File: config.mk
export PLATFORM = sky130hd
export DESIGN_NAME = alu_seq_ctrl
export DESIGN_NICKNAME = d
export VERILOG_FILES = /design/src/rtl/alu_seq_ctrl.sv
export SDC_FILE = /design/constraint.sdc
export NUM_CORES = 1
export LEC_CHECK = 0
export CAP_MARGIN = 15
export CORE_MARGIN = 8
export CORE_UTILIZATION = 53
export CTS_CLUSTER_DIAMETER = 60
export DETAILED_ROUTE_END_ITERATION = 6
export GPL_TIMING_DRIVEN = 1
export PLACE_DENSITY = 0.9
export SLEW_MARGIN = 20
export SYNTH_ARGS = -nofsm -noshare
export SYNTH_HDL_FRONTEND = slang
export SYNTH_SLANG_ARGS = --single-unit
File: constraint.sdc
create_clock -name CLK -period 2.9 [get_ports CLK]
set_input_delay 0.58 -clock CLK [delete_from_list [all_inputs] [get_ports CLK]]
set_output_delay 0.58 -clock CLK [all_outputs]
set_load 0.01 [all_outputs]
File: src/rtl/alu_seq_ctrl.sv
// Multi-cycle sequencer for an external 8-bit combinational ALU.
// It owns a 4-entry register file, handles load-immediate, and keeps a sticky divide-by-zero flag.
module alu_seq_ctrl #(
  parameter int DATA_W = 8,
  parameter int CNT_W  = 8
) (
  input  logic              CLK,
  input  logic              RST,
  input  logic              IN_VALID,
  output logic              IN_READY,
  input  logic              IN_LOAD,
  input  logic [1:0]        IN_OPCODE,
  input  logic [1:0]        IN_REG_A,
  input  logic [1:0]        IN_REG_B,
  input  logic [DATA_W-1:0] IN_IMM,
  output logic [1:0]        ALU_OPCODE,
  output logic [1:0]        ALU_REG_A,
  output logic [1:0]        ALU_REG_B,
  output logic [DATA_W-1:0] ALU_DATA_A,
  output logic [DATA_W-1:0] ALU_DATA_B,
  input  logic [DATA_W-1:0] ALU_DATA_OUT,
  output logic              DONE,
  output logic              ERR,
  input  logic              ERR_CLR,
  output logic [CNT_W-1:0]  OP_COUNT,
  input  logic [1:0]        DBG_SEL,
  output logic [DATA_W-1:0] DBG_DATA
);

  // state | meaning
  // IDLE  | ready for an instruction; fields latched on accept
  // READ  | register operands and latched fields move onto the ALU ports
  // EXEC  | ALU inputs stable; result and divide-by-zero captured
  // WB    | DONE pulse; result written to the destination unless faulted
  typedef enum logic [1:0] {IDLE, READ, EXEC, WB} state_t;

  state_t state, state_nxt;

  logic [1:0]        op_q, ra_q, rb_q;
  logic [DATA_W-1:0] result_q;
  logic              fault_q;
  logic [DATA_W-1:0] rf [4];
  logic              div_zero;

  assign div_zero = (ALU_OPCODE == 2'b11) && (ALU_DATA_B == '0);
  assign DBG_DATA = rf[DBG_SEL];

  always_ff @(posedge CLK or posedge RST) begin
    if (RST) state <= IDLE;
    else     state <= state_nxt;
  end

  always_comb begin
    state_nxt = state;
    IN_READY  = 1'b0;
    DONE      = 1'b0;
    case (state)
      IDLE: begin
        IN_READY = 1'b1;
        if (IN_VALID) state_nxt = IN_LOAD ? WB : READ;
      end
      READ: state_nxt = EXEC;
      EXEC: state_nxt = WB;
      WB: begin
        DONE      = 1'b1;
        state_nxt = IDLE;
      end
      default: state_nxt = IDLE;
    endcase
  end

  always_ff @(posedge CLK or posedge RST) begin
    if (RST) begin
      op_q       <= '0;
      ra_q       <= '0;
      rb_q       <= '0;
      result_q   <= '0;
      fault_q    <= 1'b0;
      ALU_OPCODE <= '0;
      ALU_REG_A  <= '0;
      ALU_REG_B  <= '0;
      ALU_DATA_A <= '0;
      ALU_DATA_B <= '0;
      OP_COUNT   <= '0;
      for (int i = 0; i < 4; i++) rf[i] <= '0;
    end else begin
      case (state)
        IDLE: begin
          if (IN_VALID) begin
            op_q     <= IN_OPCODE;
            ra_q     <= IN_REG_A;
            rb_q     <= IN_REG_B;
            result_q <= IN_IMM;
            fault_q  <= 1'b0;
          end
        end
        READ: begin
          ALU_OPCODE <= op_q;
          ALU_REG_A  <= ra_q;
          ALU_REG_B  <= rb_q;
          ALU_DATA_A <= rf[ra_q];
          ALU_DATA_B <= rf[rb_q];
        end
        EXEC: begin
          result_q <= ALU_DATA_OUT;
          fault_q  <= div_zero;
        end
        WB: begin
          if (!fault_q) rf[ra_q] <= result_q;
          OP_COUNT <= OP_COUNT + CNT_W'(1);
        end
        default: ;
      endcase
    end
  end

  // A new fault takes priority over a simultaneous clear.
  always_ff @(posedge CLK or posedge RST) begin
    if (RST)                         ERR <= 1'b0;
    else if (state == EXEC && div_zero) ERR <= 1'b1;
    else if (ERR_CLR)                ERR <= 1'b0;
  end

endmodule

Word level (Yosys, flattened, before mapping). Index checks and enable logic that the tools add are counted.

Flip-flop bits (word level): 80.

Eq/ne operators: 5. Muxes and demuxes: 23. $add $sub $neg: 1. $lt $le $gt $ge: 4. Bitwise logic cells: 4. Reduce and logical (&&, ||, !) cells: 10.

Operators with widths (count): $mux W8 (8); $bmux W8 S2 (3); $bwmux W32 (1); $demux W8 S2 (1); $pmux W8 S2 (1); $ge A3 B3 Y1 const B (3); $not A2 Y3 (3); $add A8 B1 Y8 const B (1); $logic_not A8 Y1 (1); $pmux W2 S4 (1); $eq A2 B2 Y1 const B (3); $reduce_and A2 Y1 (3); $mux W1 (5); $mux W2 (2); $reduce_bool A2 Y1 (2); $logic_and A1 B1 Y1 (3); $lt A3 B1 Y1 const B (1); $eq A2 B1 Y1 const B (1); $logic_not A2 Y1 (1); $ne A2 B2 Y1 const B (1); $pmux W1 S2 (1); $not A1 Y1 (1).

Depth between registers and ports, before layout.
Depth in word-level cells: 6. Mapped depth: 7.

Worst setup path after synthesis. OpenSTA, ideal clock, no wires.

Kind: input-to-output. Start: input DBG_SEL[0]. End: output DBG_DATA[0]. Data required time: 2.320 ns. Path buffers: 1. Arrival time: 1.368 ns. Path slack: 0.952 ns. Stages: 2. Path through: buf_2 -> mux4_2.

Longest elaborated chain between the ends: 4.

Ends and longest elaborated chain: start: declaration (line 26) `input logic [1:0] DBG_SEL,`; $not A2 Y3 (implied by the code) (line 46) `assign DBG_DATA = rf[DBG_SEL];`; $bmux W8 S2 (line 46); $mux W8 (implied by the code) (2 in a row) (line 46); end: declaration (line 27) `output logic [DATA_W-1:0] DBG_DATA`.

No other way between the ends. The select of a mux whose other input is x is not followed.

Worst setup path after layout.
Start: input DBG_SEL[0]. End: output DBG_DATA[7].

Same word-level chain as after synthesis.

==> impl_metrics.env <==
export IMPL_setup_tns_ns=0
export IMPL_vias_per_cell=5.43
export IMPL_ys_warn_count=0
export IMPL_cts_setup_buffers=0
export IMPL_min_path_cells=1
export IMPL_crit_required_ns=2.32
export IMPL_cts_root_buffer="clkbuf_8"
export IMPL_port_buffers=69
export IMPL_use_met2_pct=26.7
export IMPL_cts_sinks=80
export IMPL_status="complete, no violations"
export IMPL_wl_per_cell_um=17.2
export IMPL_nets=406
export IMPL_syn_instance_count=304
export IMPL_netlist_area_um2=3880
export IMPL_critPathCaptureType="output pin"
export IMPL_hold_path_class="flip-flop to flip-flop"
export IMPL_setup_violations=0
export IMPL_yosysTopAreaCell="dfrtp_1"
export IMPL_rsz0062_at_grt="false"
export IMPL_clk_latency_ns=0.34
export IMPL_leakagePower_nw=2.11
export IMPL_syn_to_final_growth_pct=25.1
export IMPL_slew_headroom_pct=47.1
export IMPL_crit_type="input pin to output pin"
export IMPL_r2r_end="fault_q"
export IMPL_cts_tree="built"
export IMPL_grt_pass1_vias=2687
export IMPL_cts_buffer_depth=2
export IMPL_dieArea_um2=10300
export IMPL_layout_commonest_cell="dfrtp_1"
export IMPL_dpl_hpwl_um=5970
export IMPL_synth_flop_cell="dfrtp_1"
export IMPL_worst_ep_arrival_time_ns=2.27
export IMPL_grt_use_met3_pct=3.64
export IMPL_fin_util_pct=67.6
export IMPL_vias=2579
export IMPL_synth_cell_types=28
export IMPL_drive_gt1_share_pct=24.2
export IMPL_ys_seq_area_share_pct=51.6
export IMPL_die_height_um=102
export IMPL_drv_slew=0
export IMPL_fin_skew_ns=0.0102
export IMPL_track_usage_pct=16.8
export IMPL_initial_core_util_pct=54.1
export IMPL_cts_buffers=9
export IMPL_synth_net_count=338
export IMPL_fp_dieW_um=102
export IMPL_async_reset_ff_share_pct=100
export IMPL_ant_nets=0
export IMPL_clk_pin_slew_ns=0.07
export IMPL_reg2reg_depth=5
export IMPL_antenna_cells=0
export IMPL_min_period_ns=2.85
export IMPL_final_cell_mix="dfrtp_1 (80), clkdlybuf4s50_1 (69), mux2_2 (59), nand2_1 (31), mux2i_1 (25)"
export IMPL_fmax_mhz=351
export IMPL_synth_edf_count=0
export IMPL_overflow=0
export IMPL_finalCritPeriodShare_pct=98.3
export IMPL_min_from="OP_COUNT[7]"
export IMPL_drtIter0Drc=129
export IMPL_cts_max_level=3
export IMPL_post_cts_resized=0
export IMPL_min_to="OP_COUNT[7]"
export IMPL_cp_max_fo=8
export IMPL_drt_wl_total_um=8150
export IMPL_maxCapViolCount=0
export IMPL_worst_pin_slew_ns=0.793
export IMPL_antenna_found_initial=0
export IMPL_grt_first_pass_wirelength_um=13500
export IMPL_grt_util_met1_pct=21.7
export IMPL_ios=70
export IMPL_gp_congestion=0.840
export IMPL_yosysTopAreaCellShare_pct=51.6
export IMPL_start_kind="input pin"
export IMPL_globalRoute_busiestLayer="met2"
export IMPL_coreArea_um2=7180
export IMPL_holdBufCountCts=0
export IMPL_ir_drop_mv=0.369
export IMPL_grt_max_degree=81
export IMPL_r2r_start="state[0]"
export IMPL_finalHoldViolations=0
export IMPL_synth_area_leaders="dfrtp_1 (52%), mux2_2 (17%), mux2i_1 (6.7%)"
export IMPL_drc=0
export IMPL_syn_avg_cell_area_um2=12.8
export IMPL_powerDensity_nw_per_um2=1080
export IMPL_fp_row_count=31
export IMPL_r2r_slack_ns=0.91
export IMPL_synth_seq_cells=80
export IMPL_first_pass_iters=4
-- cell families (layout without fill, tap and decap cells) --
| group | after synthesis | after routing | share of synthesized area (%) |
|---|---|---|---|
| AO/OA/AOI/OAI | 30 | 30 | 5.42 |
| adder cells (fa/ha/maj) | 5 | 5 | 1.61 |
| multiplexers | 93 | 93 | 28.5 |
| XOR/XNOR | 7 | 7 | 1.58 |
| flip-flops | 80 | 80 | 51.6 |
| AND/OR/NAND/NOR | 50 | 50 | 6.77 |
| buffers and inverters | 39 | 111 | 4.52 |
-- layout make-up --
cell class | instances | area (um2)
Sequential cell | 80 | 2000
Inverter | 22 | 82.6
Timing Repair Buffer | 74 | 753
Multi-Input combinational cell | 185 | 1710
Clock inverter | 4 | 45.0
Clock buffer | 11 | 141
Fill cell | 503 | 2320
Tap cell | 99 | 124
-- worst max path at each step --
stage	from	to	slack [ns]	cells past startpoint
floorplan	RST	ALU_DATA_A[0]	0.27	1
global placement	DBG_SEL[0]	DBG_DATA[7]	0.07	4
detailed placement	DBG_SEL[0]	DBG_DATA[1]	0.06	4
CTS	DBG_SEL[0]	DBG_DATA[7]	0.04	4
global route	DBG_SEL[0]	DBG_DATA[7]	0.01	4
finish	DBG_SEL[0]	DBG_DATA[7]	0.05	4
-- sequential cells by signal (all words and copies together) (netlist names), 8 cells and up --
register / count
rf: 32
ALU_DATA_B: 8
ALU_DATA_A: 8
result_q: 8
OP_COUNT: 8
-- power by group --
group | total [mW] | internal, mW | leakage (nW) | switching, mW
Clock | 0.783 | 0.413 | 0.0989 | 0.370
Sequential | 2.17 | 1.61 | 1.01 | 0.556
Combinational | 2.28 | 1.34 | 1.01 | 0.935
-- synthesized netlist by cell type (3+ instances only) --
cell and count:
nor2_1 5, o221ai_1 16, o21ai_0 12, mux4_2 8, buf_2 8, xnor2_1 4, buf_4 3, nand2_1 31
nand4_1 4, xor2_1 3, buf_1 3, dfrtp_1 80, mux2i_1 26, ha_1 5, mux2_2 59, inv_1 22
-- critical path: stages --
cell             delay (ns)
clkdlybuf4s50_1        0.51
buf_12                 0.15
mux4_2                 0.51
clkdlybuf4s50_1        0.52
-- layer usage --
layer	vias to the layer above	routed length [um]
li1	1220	-
met1	1281	3690
met2	68	3960
met3	10	383
met4	0	111
met5	-	0
-- stage by stage --
stage | hold WS [ns] | std cells | total power [mW] | instance area [um2] | setup slack [ns]
final | 0.486 | 475 | 5.23 | 4850 | 0.0496
after global routing | 0.514 | 475 | 5.56 | 4850 | 0.0137
after CTS | 0.498 | 475 | 5.25 | 4850 | 0.0414
after detailed placement | 0.482 | 460 | 4.44 | 4660 | 0.0586
after global placement | 0.458 | 460 | 4.34 | 4660 | 0.0690
after floorplan | 0.474 | 304 | 3.57 | 3880 | 0.268
Power figures use the tool's default switching activity.
